<file path="src/rtl/fact_ctrl.sv">
// fact_ctrl: Moore controller for an iterative factorial datapath.
// It sequences an external counter/product register pair so that the product
// register ends up holding n! for 0 <= n <= MAX_N. Operands above MAX_N are
// rejected up front. An internal iteration guard catches a compare that never
// deasserts.
//
// Ports:
//   clk      in   rising-edge clock
//   rst      in   synchronous active-high reset
//   go       in   start request, sampled in IDLE only
//   ack      in   releases DONE or ERR back to IDLE
//   n        in   operand, held stable by the user from go until ack
//   proceed  in   datapath compare: n > (sel_init ? 1 : cnt_q)
//   sel_init out  selects constant 1 into the compare and register path
//   cnt_load out  loads the datapath counter with 1
//   cnt_en   out  increments the datapath counter
//   reg_load out  loads the datapath product register
//   done     out  result valid
//   busy     out  high in INIT and MULT
//   err      out  operand out of range or iteration guard tripped
module fact_ctrl #(
    parameter int unsigned SIZE  = 8,
    parameter int unsigned MAX_N = 5
) (
    input  logic            clk,
    input  logic            rst,
    input  logic            go,
    input  logic            ack,
    input  logic [SIZE-1:0] n,
    input  logic            proceed,
    output logic            sel_init,
    output logic            cnt_load,
    output logic            cnt_en,
    output logic            reg_load,
    output logic            done,
    output logic            busy,
    output logic            err
);

    localparam logic [SIZE-1:0] MAX_N_W = SIZE'(MAX_N);
    localparam logic [SIZE-1:0] ONE_W   = SIZE'(1);

    typedef enum logic [2:0] {
        IDLE = 3'd0,
        INIT = 3'd1,
        MULT = 3'd2,
        DONE = 3'd3,
        ERR  = 3'd4
    } state_e;

    state_e          state_q, state_d;
    logic [SIZE-1:0] iter_q, iter_d;

    logic sel_init_d, cnt_load_d, cnt_en_d, reg_load_d, done_d, busy_d, err_d;

    // State, iteration guard and Moore outputs. The outputs are registered
    // from the decoded next state, so each one always matches the current state.
    always_ff @(posedge clk) begin
        if (rst) begin
            state_q  <= IDLE;
            iter_q   <= '0;
            sel_init <= 1'b0;
            cnt_load <= 1'b0;
            cnt_en   <= 1'b0;
            reg_load <= 1'b0;
            done     <= 1'b0;
            busy     <= 1'b0;
            err      <= 1'b0;
        end else begin
            state_q  <= state_d;
            iter_q   <= iter_d;
            sel_init <= sel_init_d;
            cnt_load <= cnt_load_d;
            cnt_en   <= cnt_en_d;
            reg_load <= reg_load_d;
            done     <= done_d;
            busy     <= busy_d;
            err      <= err_d;
        end
    end

    // Next-state logic, followed by output decode of that next state.
    always_comb begin
        state_d    = state_q;
        iter_d     = iter_q;
        sel_init_d = 1'b0;
        cnt_load_d = 1'b0;
        cnt_en_d   = 1'b0;
        reg_load_d = 1'b0;
        done_d     = 1'b0;
        busy_d     = 1'b0;
        err_d      = 1'b0;

        case (state_q)
            IDLE: begin
                if (go) begin
                    state_d = (n > MAX_N_W) ? ERR : INIT;
                end
            end
            INIT: begin
                iter_d  = '0;
                state_d = proceed ? MULT : DONE;
            end
            MULT: begin
                // The guard trips on the MAX_N-th MULT cycle if the compare is still high.
                iter_d = iter_q + ONE_W;
                if (!proceed) begin
                    state_d = DONE;
                end else if (iter_d >= MAX_N_W) begin
                    state_d = ERR;
                end
            end
            DONE: begin
                if (ack) begin
                    state_d = IDLE;
                end
            end
            ERR: begin
                if (ack) begin
                    state_d = IDLE;
                end
            end
            default: begin
                state_d = IDLE;
            end
        endcase

        case (state_d)
            INIT: begin
                sel_init_d = 1'b1;
                cnt_load_d = 1'b1;
                reg_load_d = 1'b1;
                busy_d     = 1'b1;
            end
            MULT: begin
                cnt_en_d   = 1'b1;
                reg_load_d = 1'b1;
                busy_d     = 1'b1;
            end
            DONE:    done_d = 1'b1;
            ERR:     err_d  = 1'b1;
            default: ;
        endcase
    end

endmodule

</file>
<file path="config.mk">
export PLATFORM = sky130hd
export DESIGN_NAME = fact_ctrl
export DESIGN_NICKNAME = d
export VERILOG_FILES = /design/src/rtl/fact_ctrl.sv
export SDC_FILE = /design/constraint.sdc
export NUM_CORES = 1
export LEC_CHECK = 0
export ABC_AREA = 1
export CORE_MARGIN = 2
export CORE_UTILIZATION = 52
export DETAILED_ROUTE_END_ITERATION = 8
export PLACE_DENSITY_LB_ADDON = 0.08
export SYNTH_ARGS = -nofsm -noshare
export SYNTH_HDL_FRONTEND = slang
export SYNTH_SLANG_ARGS = --single-unit
</file>
<file path="constraint.sdc">
create_clock -name clk -period 3.4 [get_ports clk]
set_clock_uncertainty 0.1 [all_clocks]
set_input_delay 0.34 -clock clk [delete_from_list [all_inputs] [get_ports clk]]
set_output_delay 0.34 -clock clk [all_outputs]
set_load 0.01 [all_outputs]
</file>
Word level (Yosys, flattened, before mapping)
Cells that the tools add are included.
Storage, ports and cells
  register bits: 16
  input port bits: 13
  output and inout port bits: 7
  word-level logic and storage cells: 35
Cells by class
  equality and inequality tests: 8
  multiplexer cells: 13
  $lt $le $gt $ge: 2
  add/subtract/negate cells: 1
  reduce and logical (&&, ||, !) cells: 4
Operator list (count)
  one-hot mux 8 bit (2 select lines): 1
  two-way mux 3 bit: 5
  equality test 3 x 2 -> 1 bit (second input constant): 4
  one-hot mux 3 bit (4 select lines): 1
  adder 8 x 1 -> 8 bit (second input constant): 1
  >= comparator 8 x 3 -> 1 bit (second input constant): 1
  greater-than comparator 8 x 3 -> 1 bit (second input constant): 1
  equality test 3 x 1 -> 1 bit (second input constant): 2
  equality test 3 bit (second input constant): 2
  two-way mux 1 bit: 6
  OR reduction 2 bit: 2
  logical NOT 3 bit: 1
  nonzero test 2 bit: 1

Longest topological paths before layout
Gate-level depths: netlist of the first run.
  depth in word-level cells: 8
  gate-level depth with buffers: 13
  depth with buffers taken out: 13

Least setup slack after synthesis of the first run
OpenSTA, ideal clock, no wires.
  path type: register to register
  start point: reg iter_q[1]
  end point: reg busy
  library setup time: 0.114 ns
  arrival time: 1.350 ns
  clock period less this slack: 1.563 ns
  path buffers: 0
  path slack: 1.837 ns
  cell stages (with the launch flop): 11
  required time: 3.186 ns
  path through: dfxtp_1 ha_1 nand2_2 o21ai_1 nand2_1 nor2_2 nand4_1 nand2_1 nand2_2 nand3_1 nand2_1
On the way
  longest elaborated chain between the ends: 8
  elaborated cells between the ends (all ways): 9
  those cells by class: 1 x add/sub; 1 x order compare; 2 x eq/ne; 4 x mux; 1 x reduce/logical
RTL lines
  start, declared: RTL line 52  | logic [SIZE-1:0] iter_q, iter_d;
  start signal, assigned: RTL line 71  | iter_q <= iter_d;
  adder 8 x 1 -> 8 bit *: RTL line 106  | iter_d = iter_q + ONE_W;
  >= comparator 8 x 3 -> 1 bit *: RTL line 109  | end else if (iter_d >= MAX_N_W) begin
  two-way mux 3 bit *: RTL line 109
  two-way mux 3 bit *: RTL line 107  | if (!proceed) begin
  one-hot mux 3 bit (4 select lines) *: RTL line 94  | case (state_q)
  equality test 3 x 2 -> 1 bit or equality test 3 x 1 -> 1 bit (tied branches): RTL line 128  | case (state_d)
  OR reduction 2 bit (no line) *
  two-way mux 1 bit *: RTL line 128
  end signal, assigned: RTL line 77  | busy <= busy_d;
  end, declared: RTL line 36  | output logic busy,
Mark *: on every way between the ends. The rest lies on a longest branch, timed or not.
A chain may end at the register's enable or synchronous reset.

Worst setup path in the final report of the first run
  start point: reg state_q[1]
  end point: reg busy
On the way
  longest elaborated chain between the ends: 6
  elaborated cells between the ends (all ways): 15
  those cells by class: 6 x eq/ne; 6 x mux; 3 x reduce/logical
RTL lines
  start, declared: RTL line 51  | state_e state_q, state_d;
  start signal, assigned: RTL line 70  | state_q <= state_d;
  equality test 3 bit, or another cell as far along: RTL line 94
  OR reduction 2 bit (no line) or two-way mux 3 bit (tied branches)
  one-hot mux 3 bit (4 select lines) *: RTL line 94
  equality test 3 x 2 -> 1 bit or equality test 3 x 1 -> 1 bit (tied branches): RTL line 128
  OR reduction 2 bit (no line) *
  two-way mux 1 bit *: RTL line 128
Marked as above.

==> qor.yml, run 1 <==
status:
  status: "complete, no violations"
synth:
  yosys.cell_count.top_type: "nand2_1"
  ys_ff_latch: 16
  synth_area_um2: 895
  synthCells: 130
  async_reset_ff_share_pct: 0
  syn_nets: 146
  seq_area_frac_synth_pct: 35.8
  synth.top_cells.by_count: "nand2_1 (32), inv_1 (20), dfxtp_1 (16), nand3_1 (12), a21oi_1 (11)"
  synth_warnings: 0
  synth_cell_types: 24
  synth-edff-count: 0
  synthTopCellsByArea: "dfxtp_1 (36%), nand2_1 (13%), inv_1 (8.4%), nand3_1 (6.7%), a21oi_1 (6.2%)"
  avgSynthCellArea_um2: 6.88
  yosysTopAreaCellShare_pct: 35.8
  synth_ff_type: "dfxtp_1"
  yosysTopAreaCell: "dfxtp_1"
placement:
  dp_hpwl_um: 1340
  io_buffers: 18
  detailedPlace.worstSlack_ns: 1.46
  gp_congestion: 0.795
clocking:
  root_buffer: "clkbuf_4"
  cts_resized: 0
  clock_latency_ns: 0.30
  cts_hold_buffers: 0
  cts_setup_buffers: 0
  cts_sinks: 16
  cts.clk_slew.worst_paths_ns: 0.10
  cts_made_buffers: 3
  cts-htree-levels: 1
  cts_tree: "done"
  clockBufferDepth: 2
final_layout:
  area_growth_pct: 22.8
  utilization_pct: 70.5
  diodes: 0
  drive_above_1_share_pct: 12.2
  nets: 165
drt:
  drc_errors: 0
  wl_per_cell_um: 10.4
  wirelength_um: 1710
  detail_route.first_pass.iterations: 4
  routed-via-count: 847
  drtIter0Drc: 12
  vias_per_cell: 5.16
  antenna_left: 0
grt:
  met1_usage_pct: 23.6
  met2_usage_pct: 31.5
  grt_pass1_wl_um: 2930
  grt_pass1_vias: 758
  grt_use_total_pct: 19.7
  grt_max_degree: 13
  grt.overflow.total: 0
  grt.busiest_layer: "met2"
  antenna_found_initial: 0
  grt_util_met3_pct: 4.76
timing:
  drv_slew: 0
  finalSetupTns_ns: 0
  slew_headroom_pct: 54.7
  period_needed_ns: 1.97
  worstMarginPinSlew_ns: 0.677
  rsz0062_at_grt: "no"
  setup_violations: 0
  setup_ws_ns: 1.43
  hold_slack_ns: 0.387
  finalCritPeriodShare_pct: 57.8
  finalHoldViolations: 0
  fmaxAchievable_ghz: 0.509
die:
  chipHeight_um: 45.5
  initial_utilization_pct: 57.4
  core_region_area_um2: 1560
  die_area_um2: 2070
  io_pins: 20
  fp-row-count: 14
  die_width_um: 45.5
power_and_ir_drop:
  seq_power_share_pct: 50.8
  power_density_nw_per_um2: 361
  combPwrFrac_pct: 16.3
  switchingPower_mw: 0.102
  pwr-share-clk_pct: 32.9
  ir_drop_mv: 0.334
  p_leak_nw: 0.486
  swShare_pct: 25.8
  p_int_mw: 0.295
hold_path:
  hold_end: "iter_q[7]"
  min_from: "iter_q[7]"
  hold_path_class: "flip-flop to flip-flop"
  hold_path_depth: 2
setup_path:
  critPathSlowestCell: "nor3_2"
  reg2reg_to: "busy"
  cp_top_family: "simple AND/OR/NAND/NOR gates"
  ff2ff_path_depth: 12
  cp_cell_sequence: "inv_1 -> nor3_2 -> inv_1 -> nand2_2 -> inv_2 -> o21ai_2 -> inv_2 -> nand2_2 -> nand2_1 -> clkinv_1 -> nand3_1 -> nand2_1"
  crit_path_max_incr_delay_ns: 0.52
  path_max_fanout: 11
  worstPathArrival_ns: 2.12
  r2r_setup_slack_ns: 1.43
  path_class: "flip-flop to flip-flop"
  r2r_start: "state_q[1]"
  path_buf_inv: 5
  crit_path_end_kind: "flip-flop"
  worstPathRequired_ns: 3.55
  startpoint_type: "flip-flop"
job:
  maxCapViolCount: 0
==> flip-flops by register name (all words and copies together), names as in the netlist <==
register and flops:
busy 1, cnt_en 1, err 1, cnt_load 1, state_q 3, done 1
iter_q 8
==> through the flow <==
stage / instances / power (mW) / area [µm²]
2_1_floorplan: 130 / 0.242 / 895
3_3_place_gp: 160 / 0.269 / 1060
3_5_place_dp: 160 / 0.271 / 1060
4_1_cts: 164 / 0.401 / 1100
5_1_grt: 164 / 0.412 / 1100
6_report: 164 / 0.397 / 1100
==> layout by cell type, fill, tap and decap left out <==
cell,n
dfxtp_1,16
clkbuf_8,1
nor3_1,1
a32oi_1,1
o21ai_1,2
o21bai_2,1
clkdlybuf4s50_1,18
clkbuf_4,3
inv_2,2
a21oi_1,11
nand2_2,5
nand3_1,12
nand3_2,1
clkinv_1,1
o21ai_0,2
nor2_1,5
nand3b_1,2
nand2_1,32
o21ai_2,1
nor3_2,1
inv_1,20
nand4_1,4
nor2_2,3
ha_1,3
==> tightest hold or removal path, cell delays in order (launching register included) <==
cell,delay [ns]
dfxtp_1,0.33
nand2_1,0.06
a21oi_1,0.05
==> power groups by stage <==
stage | clock (mW) | sequential (mW) | combinational [mW]
after floorplan | 0 | 0.207 | 0.0346
after global placement | 0 | 0.205 | 0.0637
after detailed placement | 0 | 0.206 | 0.0652
after CTS | 0.135 | 0.201 | 0.0654
after global routing | 0.138 | 0.202 | 0.0717
final | 0.131 | 0.201 | 0.0647
==> cell families (layout without fill, tap and decap cells) <==
| logic type | after synthesis | after routing | synth area share, % |
|---|---|---|---|
| buf+inv | 27 | 45 | 13.3 |
| compound gates | 18 | 18 | 11.6 |
| fa+ha+maj | 3 | 3 | 4.20 |
| simple gates | 66 | 66 | 35.1 |
| flops | 16 | 16 | 35.8 |
==> final cells by class <==
type	instances	area (µm²)
clock buffer	4	36.3
fill	138	460
inverter	23	86.3
multi-input combinational	87	455
sequential	16	320
tap	16	20.0
timing repair buffer	18	180
==> per-layer routing <==
metal	part of all wire, %	up-vias	routed length, µm
met4	1.8	0	31
met3	4.7	3	81
met1	48	367	825
met5	0	-	0
met2	45	26	774
li1	-	451	-
==> worst max path at each step <==
stage	from	endpoint	slack, ns	cells past startpoint
6_report	state_q[1]	busy	1.43	12
5_1_grt	state_q[1]	busy	1.23	12
4_1_cts	state_q[1]	busy	1.43	12
3_5_place_dp	state_q[1]	busy	1.46	12
3_3_place_gp	state_q[1]	busy	1.47	12
2_1_floorplan	iter_q[1]	busy	1.84	10
(Power assumes the default switching activity.)
==> run 2, diff against run 1 <==
CORE_UTILIZATION = 48   (was 52)
clock period = 1.9 ns   (was 3.4 ns; I/O delays follow)
==> qor.yml, run 2 (synthesis gave the netlist of run 1 again) <==
drt:
  wirelength_um: 1840
  vias_per_cell: 4.80
  detail_route.first_pass.iterations: 2
  drc_errors: 0
  drtIter0Drc: 12
  wl_per_cell_um: 10.4
  antenna_left: 0
  routed-via-count: 850
die:
  fp-row-count: 15
  chipHeight_um: 47.2
  core_region_area_um2: 1750
  io_pins: 20
  die_width_um: 47.2
  initial_utilization_pct: 51.3
  die_area_um2: 2230
final_layout:
  diodes: 0
  drive_above_1_share_pct: 15.1
  multi_input_area_um2: 455
  instances_no_fill: 177
  num-fill-cells: 178
  design_area_um2: 1140
  final_cell_mix: "nand2_1 (32), inv_1 (20), clkdlybuf4s50_1 (18), dfxtp_1 (15), nand3_1 (12)"
  area_growth_pct: 27.6
  final_common_cell: "nand2_1"
  seq_area_um2: 322
  nets: 169
  largestRegisters: "iter_q (8), state_q (3)"
  largest_reg_flops: 8
  top_register: "iter_q"
clocking:
  cts-htree-levels: 1
  cts.clk_slew.worst_paths_ns: 0.10
  cts_made_buffers: 3
  cts_tree: "done"
  clockBufferDepth: 2
  root_buffer: "clkbuf_4"
  clock_latency_ns: 0.28
  cts_sinks: 16
  cts_setup_buffers: 0
power_and_ir_drop:
  switchingPower_mw: 0.179
  seq_power_share_pct: 50.7
  ir_drop_mv: 0.423
  combPwrFrac_pct: 17.3
  pwr-share-clk_pct: 32.0
  p_leak_nw: 0.508
  p_int_mw: 0.531
  swShare_pct: 25.2
  power_density_nw_per_um2: 622
timing:
  setup_violations: 0
  period_needed_ns: 1.71
  finalHoldViolations: 0
  setup_ws_ns: 0.195
  worstMarginPinSlew_ns: 0.408
  slew_headroom_pct: 72.5
  drv_slew: 0
  fmaxAchievable_ghz: 0.587
  rsz0062_at_grt: "no"
  finalSetupTns_ns: 0
  finalCritPeriodShare_pct: 89.7
status:
  status: "complete, no violations"
grt:
  grt_max_degree: 12
  grt_pass1_vias: 714
  grt_pass1_wl_um: 2970
  grt_use_total_pct: 19.1
  grt.overflow.total: 0
  antenna_found_initial: 0
placement:
  detailedPlace.worstSlack_ns: 0.197
  gp_congestion: 0.827
  placed_area_um2: 1100
  io_buffers: 18
  dp_hpwl_um: 1440
  place_inst: 173
setup_path:
  ff2ff_path_depth: 10
  startpoint_type: "flip-flop"
  r2r_setup_slack_ns: 0.19
  path_class: "flip-flop to flip-flop"
  critPathCapture: "busy"
  critical_path.startpoint: "iter_q[0]"
  worstPathArrival_ns: 1.80
  worstPathRequired_ns: 1.99
  reg2reg_to: "busy"
  r2r_start: "iter_q[0]"
  path_max_fanout: 5
  crit_path_end_kind: "flip-flop"
job:
  maxCapViolCount: 0
hold_path:
  hold_path_class: "flip-flop to flip-flop"
-- run 2: cell count changes in the layout (fill, tap and decap cells not counted), sizes merged --
cell,previous run,this run
buf,0,4
-- run 2: cell type report --
cell class | count | area share [%]
Clock buffer | 4 | 3.18
Inverter | 23 | 7.57
Multi-Input combinational cell | 87 | 39.9
Sequential cell | 16 | 28.2
Tap cell | 25 | 2.74
Timing Repair Buffer | 22 | 18.4
-- run 2: repair_timing --
| action | 4_1_cts | 5_1_grt |
|---|---|---|
| endpoints found under the setup margin | 0 | 3 |
| hold buffers | 0 | 0 |
| gates resized for setup | 0 | 1 |
-- run 2: worst min-delay path by stage --
stage,from,endpoint,slack [ns],depth (start not counted)
final,iter_q[6],iter_q[6],0.39,2
after global routing,iter_q[6],iter_q[6],0.42,2
after CTS,iter_q[6],iter_q[6],0.39,2
after detailed placement,iter_q[6],iter_q[6],0.38,2
after global placement,iter_q[7],iter_q[7],0.37,2
after floorplan,rst,state_q[2],0.16,1
-- run 2: through the flow --
stage               hold slack (ns)  utilization (%)  total power [mW]
CTS                           0.395             65.3             0.715
detailed placement            0.381             63.2             0.491
global route                  0.417             65.4             0.741
global placement              0.365             63.2             0.487
floorplan                     0.159                -             0.433
finish                        0.393             65.4             0.710
-- run 2: worst max-delay path: stages (launching register included) --
cell and delay (ns):
dfxtp_2 0.38, ha_1 0.22, nand2_2 0.12, o21bai_2 0.17
nand2_1 0.09, nor2_2 0.14, nand4_1 0.09, nand2_1 0.08
nand2_2 0.07, nand3_1 0.09, nand2_1 0.06
-- run 2: power by group through the flow --
stage	logic (mW)	registers, mW	clock network (mW)
after floorplan	0.0620	0.371	0
after global placement	0.120	0.367	0
after detailed placement	0.123	0.368	0
after CTS	0.124	0.360	0.231
after global routing	0.135	0.361	0.244
final	0.123	0.360	0.227
-- run 2: layer usage --
layer | global-route usage, % | up-vias | wire length [µm] | share of wire [%]
li1 | - | 458 | - | -
met5 | 0 | - | 0 | 0
met1 | 24.2 | 371 | 855 | 46
met4 | 5.00 | 0 | 15 | 0.81
met3 | 3.46 | 2 | 69 | 3.7
met2 | 33.2 | 19 | 903 | 49
